===== src/rtl/reg_file_32x32_sync.sv =====
// 32 x 32-bit register file: one write port, two registered read ports with write-through bypass.
// Define REG_ZERO_HARDWIRE_EN to make register 0 a constant zero.
module reg_file_32x32_sync #(
    parameter int DATA_WIDTH = 32,
    parameter int ADDR_WIDTH = 5
) (
    input  logic                  CLK,
    input  logic                  RST,
    input  logic                  READ,
    input  logic                  WRITE,
    input  logic [ADDR_WIDTH-1:0] ADDR_R1,
    input  logic [ADDR_WIDTH-1:0] ADDR_R2,
    input  logic [ADDR_WIDTH-1:0] ADDR_W,
    input  logic [DATA_WIDTH-1:0] DATA_W,
    output logic [DATA_WIDTH-1:0] DATA_R1,
    output logic [DATA_WIDTH-1:0] DATA_R2,
    output logic                  RD_VALID
);

    localparam int DEPTH = 1 << ADDR_WIDTH;

    logic [DATA_WIDTH-1:0] regs [DEPTH];
    logic                  wr_en_p0;
    logic [DATA_WIDTH-1:0] rd1_p0;
    logic [DATA_WIDTH-1:0] rd2_p0;
    logic [DATA_WIDTH-1:0] rd1_p1;
    logic [DATA_WIDTH-1:0] rd2_p1;
    logic                  vld_p1;

    // With the hardwired zero register, a write to address 0 is dropped
    // entirely, so it can neither update regs[0] nor feed the bypass.
`ifdef REG_ZERO_HARDWIRE_EN
    assign wr_en_p0 = WRITE && (ADDR_W != '0);
`else
    assign wr_en_p0 = WRITE;
`endif

    // Stage p0: per-port 32:1 select with write-through bypass
    always_comb begin
        rd1_p0 = regs[ADDR_R1];
        rd2_p0 = regs[ADDR_R2];
        if (wr_en_p0 && (ADDR_W == ADDR_R1)) begin
            rd1_p0 = DATA_W;
        end
        if (wr_en_p0 && (ADDR_W == ADDR_R2)) begin
            rd2_p0 = DATA_W;
        end
    end

    always_ff @(posedge CLK or negedge RST) begin
        if (!RST) begin
            for (int i = 0; i < DEPTH; i++) begin
                regs[i] <= '0;
            end
        end else if (wr_en_p0) begin
            regs[ADDR_W] <= DATA_W;
        end
    end

    // Stage p1: registered read data and valid strobe
    always_ff @(posedge CLK or negedge RST) begin
        if (!RST) begin
            rd1_p1 <= '0;
            rd2_p1 <= '0;
            vld_p1 <= 1'b0;
        end else begin
            vld_p1 <= READ;
            if (READ) begin
                rd1_p1 <= rd1_p0;
                rd2_p1 <= rd2_p0;
            end
        end
    end

    assign DATA_R1  = rd1_p1;
    assign DATA_R2  = rd2_p1;
    assign RD_VALID = vld_p1;

endmodule


===== config.mk =====
export PLATFORM = sky130hd
export DESIGN_NAME = reg_file_32x32_sync
export DESIGN_NICKNAME = d
export VERILOG_FILES = /design/src/rtl/reg_file_32x32_sync.sv
export SDC_FILE = /design/constraint.sdc
export NUM_CORES = 2
export LEC_CHECK = 0
export BUFFER_PORTS_ARGS = -buffer_cell sky130_fd_sc_hd__buf_2
export CAP_MARGIN = 20
export CORE_UTILIZATION = 55
export CTS_CLUSTER_DIAMETER = 60
export DETAILED_ROUTE_END_ITERATION = 8
export GPL_TIMING_DRIVEN = 0
export HOLD_SLACK_MARGIN = 0.08
export PLACE_DENSITY = 0.71
export SLEW_MARGIN = 0
export SYNTH_ARGS = -nofsm -noshare
export SYNTH_HDL_FRONTEND = slang
export SYNTH_SLANG_ARGS = --single-unit

===== constraint.sdc =====
create_clock -name CLK -period 2.2 [get_ports CLK]
set_input_delay 0.22 -clock CLK [delete_from_list [all_inputs] [get_ports CLK]]
set_output_delay 0.22 -clock CLK [all_outputs]
set_load 0.02 [all_outputs]

==> qor.yml <==
status: "complete, but fails checks"
failed_checks: "hold timing, setup timing"
worst_vdd_rail_ir_drop_uv: 742
sequentialPowerShare_pct: 44.7
switching_share_pct: 28.5
wl_per_cell_um: 41.1
drt_wirelength_mm: 222
via_total_after_detailed_routing: 40100
initial_antenna_violation_count: 14
dpl.cell_count: 5149
post-route-worst-setup-slack_ns: -0.107
die_x_um: 324
power.clock.fraction_pct: 33.5
synth_area_per_cell_sq_um: 15.9
h-tree-depth: 3
setup.worst_path.end_class: "flip-flop"
cap_violations: 0
avgViaCountPerCell: 7.40
post_synth_net_total: 3625
hold_class: "in2async"
power_density_nw_per_um2: 924
worstReg2RegEnd: "DATA_R2[8]"
total_switching_power_mw: 17.2
worst-r2r-setup-slack_ns: 0.25
io_buffers: 101
drc: 0
synth.ff_latch_count: 1089
worst-path-max-fanout: 10
clock_tree_from_tritoncts: "yes"
cts_inserted_buffers: 118
placement_rows: 117
yosysWarnings: 0
power_report.internal_total_mw: 43.3
synthFlopType: "sky130_fd_sc_hd__dfrtp_1"
clock_tree_root_buffer_cell: "sky130_fd_sc_hd__clkbuf_16"
fp.dieH_um: 324
worstMarginPinSlew_ns: 1.34
num_io_pins: 116
gpl.final_weighted_congestion: 0.996
most-common-layout-cells: "sky130_fd_sc_hd__dfrtp_1 (1089), sky130_fd_sc_hd__mux2_2 (990), sky130_fd_sc_hd__mux4_2 (575), sky130_fd_sc_hd__clkbuf_1 (194), sky130_fd_sc_hd__buf_2 (181)"
totalNegativeSetupSlack_ns: -1.96
clock_sinks: 1089
area_growth_pct: 15.1
die_area_sq_um: 105000
critical_path_class: "in2reg"
achievable-frequency_ghz: 0.433
synth_area_leaders: "sky130_fd_sc_hd__dfrtp_1 (48%), sky130_fd_sc_hd__mux4_2 (23%), sky130_fd_sc_hd__mux2_2 (20%)"
grt_pass1_wl_mm: 307
timing.clock.skew_ns: 0.0264
insertion_delay_ns: 0.73
post-layout-total-power_mw: 60.6
syn-cell-area_sq_um: 57000
rr_worst_depth: 4
synthDominantCellAreaShare_pct: 47.8
synth-edff-count: 0
drt_iter0_markers: 6312
ant_nets: 0
syn-instance-count: 3574
critPathArrivalTime_ns: 2.88
grt.overflow.total: 0
reg2reg_from: "regs[72]"
drtPass1Iterations: 7
layout_commonest_cell: "sky130_fd_sc_hd__dfrtp_1"
clock_tree.buffer_depth: 3
yosysTopAreaCell: "sky130_fd_sc_hd__dfrtp_1"
power_leakage_nw: 28.4
final_min_period_over_clock_period_pct: 105
worst_slew_margin_rel_pct: 10.9
clkTransAtPathRegs_ns: 0.06
timing.critical_path.to: "DATA_R2[21]"
grt_start_max_net_pins: 165
placeableCoreArea_sq_um: 102000
share_comb_of_total_power_pct: 21.8
dp_hpwl_mm: 152
synth.yosys.seq_area_share_pct: 47.8
timing.hold.ws_ns: -0.593
critPathLaunchType: "input port"
critPathRequiredTime_ns: 2.77
track_usage_pct: 43.4
layout-drive-gt1-share_pct: 52.9
first_global_vias: 39500
finish.net_count: 3989
final_cells: 5410
cp-startpoint: "ADDR_R2[2]"
timing_hold_violations_final: 474
synth-async-reset-ratio_pct: 100
initial_utilization_pct: 55.8
final-max-slew-violation-count: 0
final.min_clock_period_ns: 2.31
finalSetupViolations: 49
cts_setup_buffers: 0
synth_cell_types: 57
==> synthesized netlist by cell type, types with 2 or more instances <==
| library cell | instances |
|---|---|
| sky130_fd_sc_hd__and3_1 | 6 |
| sky130_fd_sc_hd__buf_1 | 71 |
| sky130_fd_sc_hd__buf_6 | 13 |
| sky130_fd_sc_hd__a221oi_2 | 2 |
| sky130_fd_sc_hd__clkinv_1 | 3 |
| sky130_fd_sc_hd__a22oi_1 | 67 |
| sky130_fd_sc_hd__mux2_2 | 990 |
| sky130_fd_sc_hd__o21ai_1 | 32 |
| sky130_fd_sc_hd__o211ai_1 | 8 |
| sky130_fd_sc_hd__a221o_1 | 2 |
| sky130_fd_sc_hd__o21a_1 | 3 |
| sky130_fd_sc_hd__a21o_1 | 4 |
| sky130_fd_sc_hd__xnor2_1 | 10 |
| sky130_fd_sc_hd__a2111o_1 | 3 |
| sky130_fd_sc_hd__nand2_1 | 31 |
| sky130_fd_sc_hd__a222oi_1 | 2 |
| sky130_fd_sc_hd__nor2b_1 | 5 |
| sky130_fd_sc_hd__buf_4 | 8 |
| sky130_fd_sc_hd__o31ai_1 | 5 |
| sky130_fd_sc_hd__nand2b_1 | 55 |
| sky130_fd_sc_hd__buf_8 | 2 |
| sky130_fd_sc_hd__mux2i_1 | 93 |
| sky130_fd_sc_hd__o21ai_0 | 11 |
| sky130_fd_sc_hd__nor2_1 | 28 |
| sky130_fd_sc_hd__nand3_1 | 34 |
| sky130_fd_sc_hd__a22o_1 | 4 |
| sky130_fd_sc_hd__o311ai_1 | 2 |
| sky130_fd_sc_hd__nand3b_1 | 9 |
| sky130_fd_sc_hd__o311ai_0 | 2 |
| sky130_fd_sc_hd__mux4_2 | 575 |
| sky130_fd_sc_hd__a221oi_1 | 35 |
| sky130_fd_sc_hd__a211oi_1 | 2 |
| sky130_fd_sc_hd__buf_2 | 74 |
| sky130_fd_sc_hd__dfrtp_1 | 1089 |
| sky130_fd_sc_hd__a21oi_1 | 18 |
| sky130_fd_sc_hd__and2_0 | 3 |
| sky130_fd_sc_hd__clkbuf_1 | 207 |
| sky130_fd_sc_hd__and2_1 | 3 |
| sky130_fd_sc_hd__mux2_1 | 35 |
| sky130_fd_sc_hd__inv_2 | 2 |
| sky130_fd_sc_hd__a31o_1 | 3 |
| sky130_fd_sc_hd__nor3b_1 | 4 |
| sky130_fd_sc_hd__nor3_1 | 5 |
==> metal layers <==
layer	GRT usage, %	wire, um
met1	55.4	78300
met2	60.4	94000
met3	18.6	31600
met4	28.3	18300
met5	0	113
==> worst min-delay path by stage <==
stage | to | slack (ns) | startpoint
2_1_floorplan | DATA_R1[0] | -0.08 | RST
3_3_place_gp | RD_VALID | 0.45 | READ
3_5_place_dp | regs[633] | 0.05 | RST
4_1_cts | regs[569] | -0.71 | RST
5_1_grt | regs[569] | -0.60 | RST
6_report | regs[377] | -0.59 | RST
==> stage by stage <==
stage | area, sq um | utilization (%) | setup slack [ns]
2_1_floorplan | 57000 | - | 0.0585
3_3_place_gp | 59200 | 57.9 | -23.23
6_report | 65600 | 64.2 | -0.107
4_1_cts | 65400 | 64.0 | 0.0189
3_5_place_dp | 61100 | 59.8 | -1.39
5_1_grt | 65500 | 64.1 | -0.00466
==> timing repair <==
| item | CTS | global route |
|---|---|---|
| resized for setup | 37 | 34 |
| hold buffers | 33 | 1 |
| endpoints found under the hold margin | 603 | 474 |
| pin swaps | 0 | 1 |
| gates cloned | 2 | 1 |
| endpoints found under the setup margin | 190 | 183 |
==> flip-flops by register name (all words and copies together), names as in the netlist <==
register	cells
regs	1024
DATA_R1	32
DATA_R2	32
RD_VALID	1
==> power by group through the flow <==
| stage | Sequential (mW) | Combinational [mW] | Clock (mW) |
|---|---|---|---|
| finish | 27.1 | 13.2 | 20.3 |
| global route | 27.5 | 13.8 | 21.0 |
| CTS | 26.9 | 13.0 | 20.2 |
| detailed placement | 27.2 | 12.9 | 0 |
| global placement | 27.0 | 12.3 | 0 |
| floorplan | 26.5 | 9.03 | 0 |
==> cells by family (layout without fill, tap and decap cells) <==
group | Yosys count | count (layout) | share of synthesized area [%]
other | 0 | 13 | 0
XOR/XNOR | 10 | 10 | 0.154
AND/OR/NAND/NOR | 187 | 187 | 1.74
flip-flops | 1089 | 1089 | 47.8
AO/OA/AOI/OAI | 213 | 213 | 2.72
buffers and inverters | 382 | 837 | 2.97
multiplexers | 1693 | 1693 | 44.6
==> worst max-delay path, stage by stage <==
cell and delay, ns:
sky130_fd_sc_hd__buf_2 0.34, sky130_fd_sc_hd__buf_2 0.48, sky130_fd_sc_hd__buf_4 0.41, sky130_fd_sc_hd__buf_4 0.40, sky130_fd_sc_hd__mux4_2 0.39, sky130_fd_sc_hd__a222oi_1 0.46, sky130_fd_sc_hd__o211ai_1 0.14
==> cell type report <==
cell class,count,area [sq um]
fillers,7499,36600
multi-input cells,2103,28100
flip-flops and latches,1089,27300
clock buffers,183,3550
repair buffers,246,2770
plain buffers,374,1780
well taps,1368,1710
clock inverters,28,332
diodes,13,32.5
inverters,6,22.5
(Power assumes the default switching activity.)
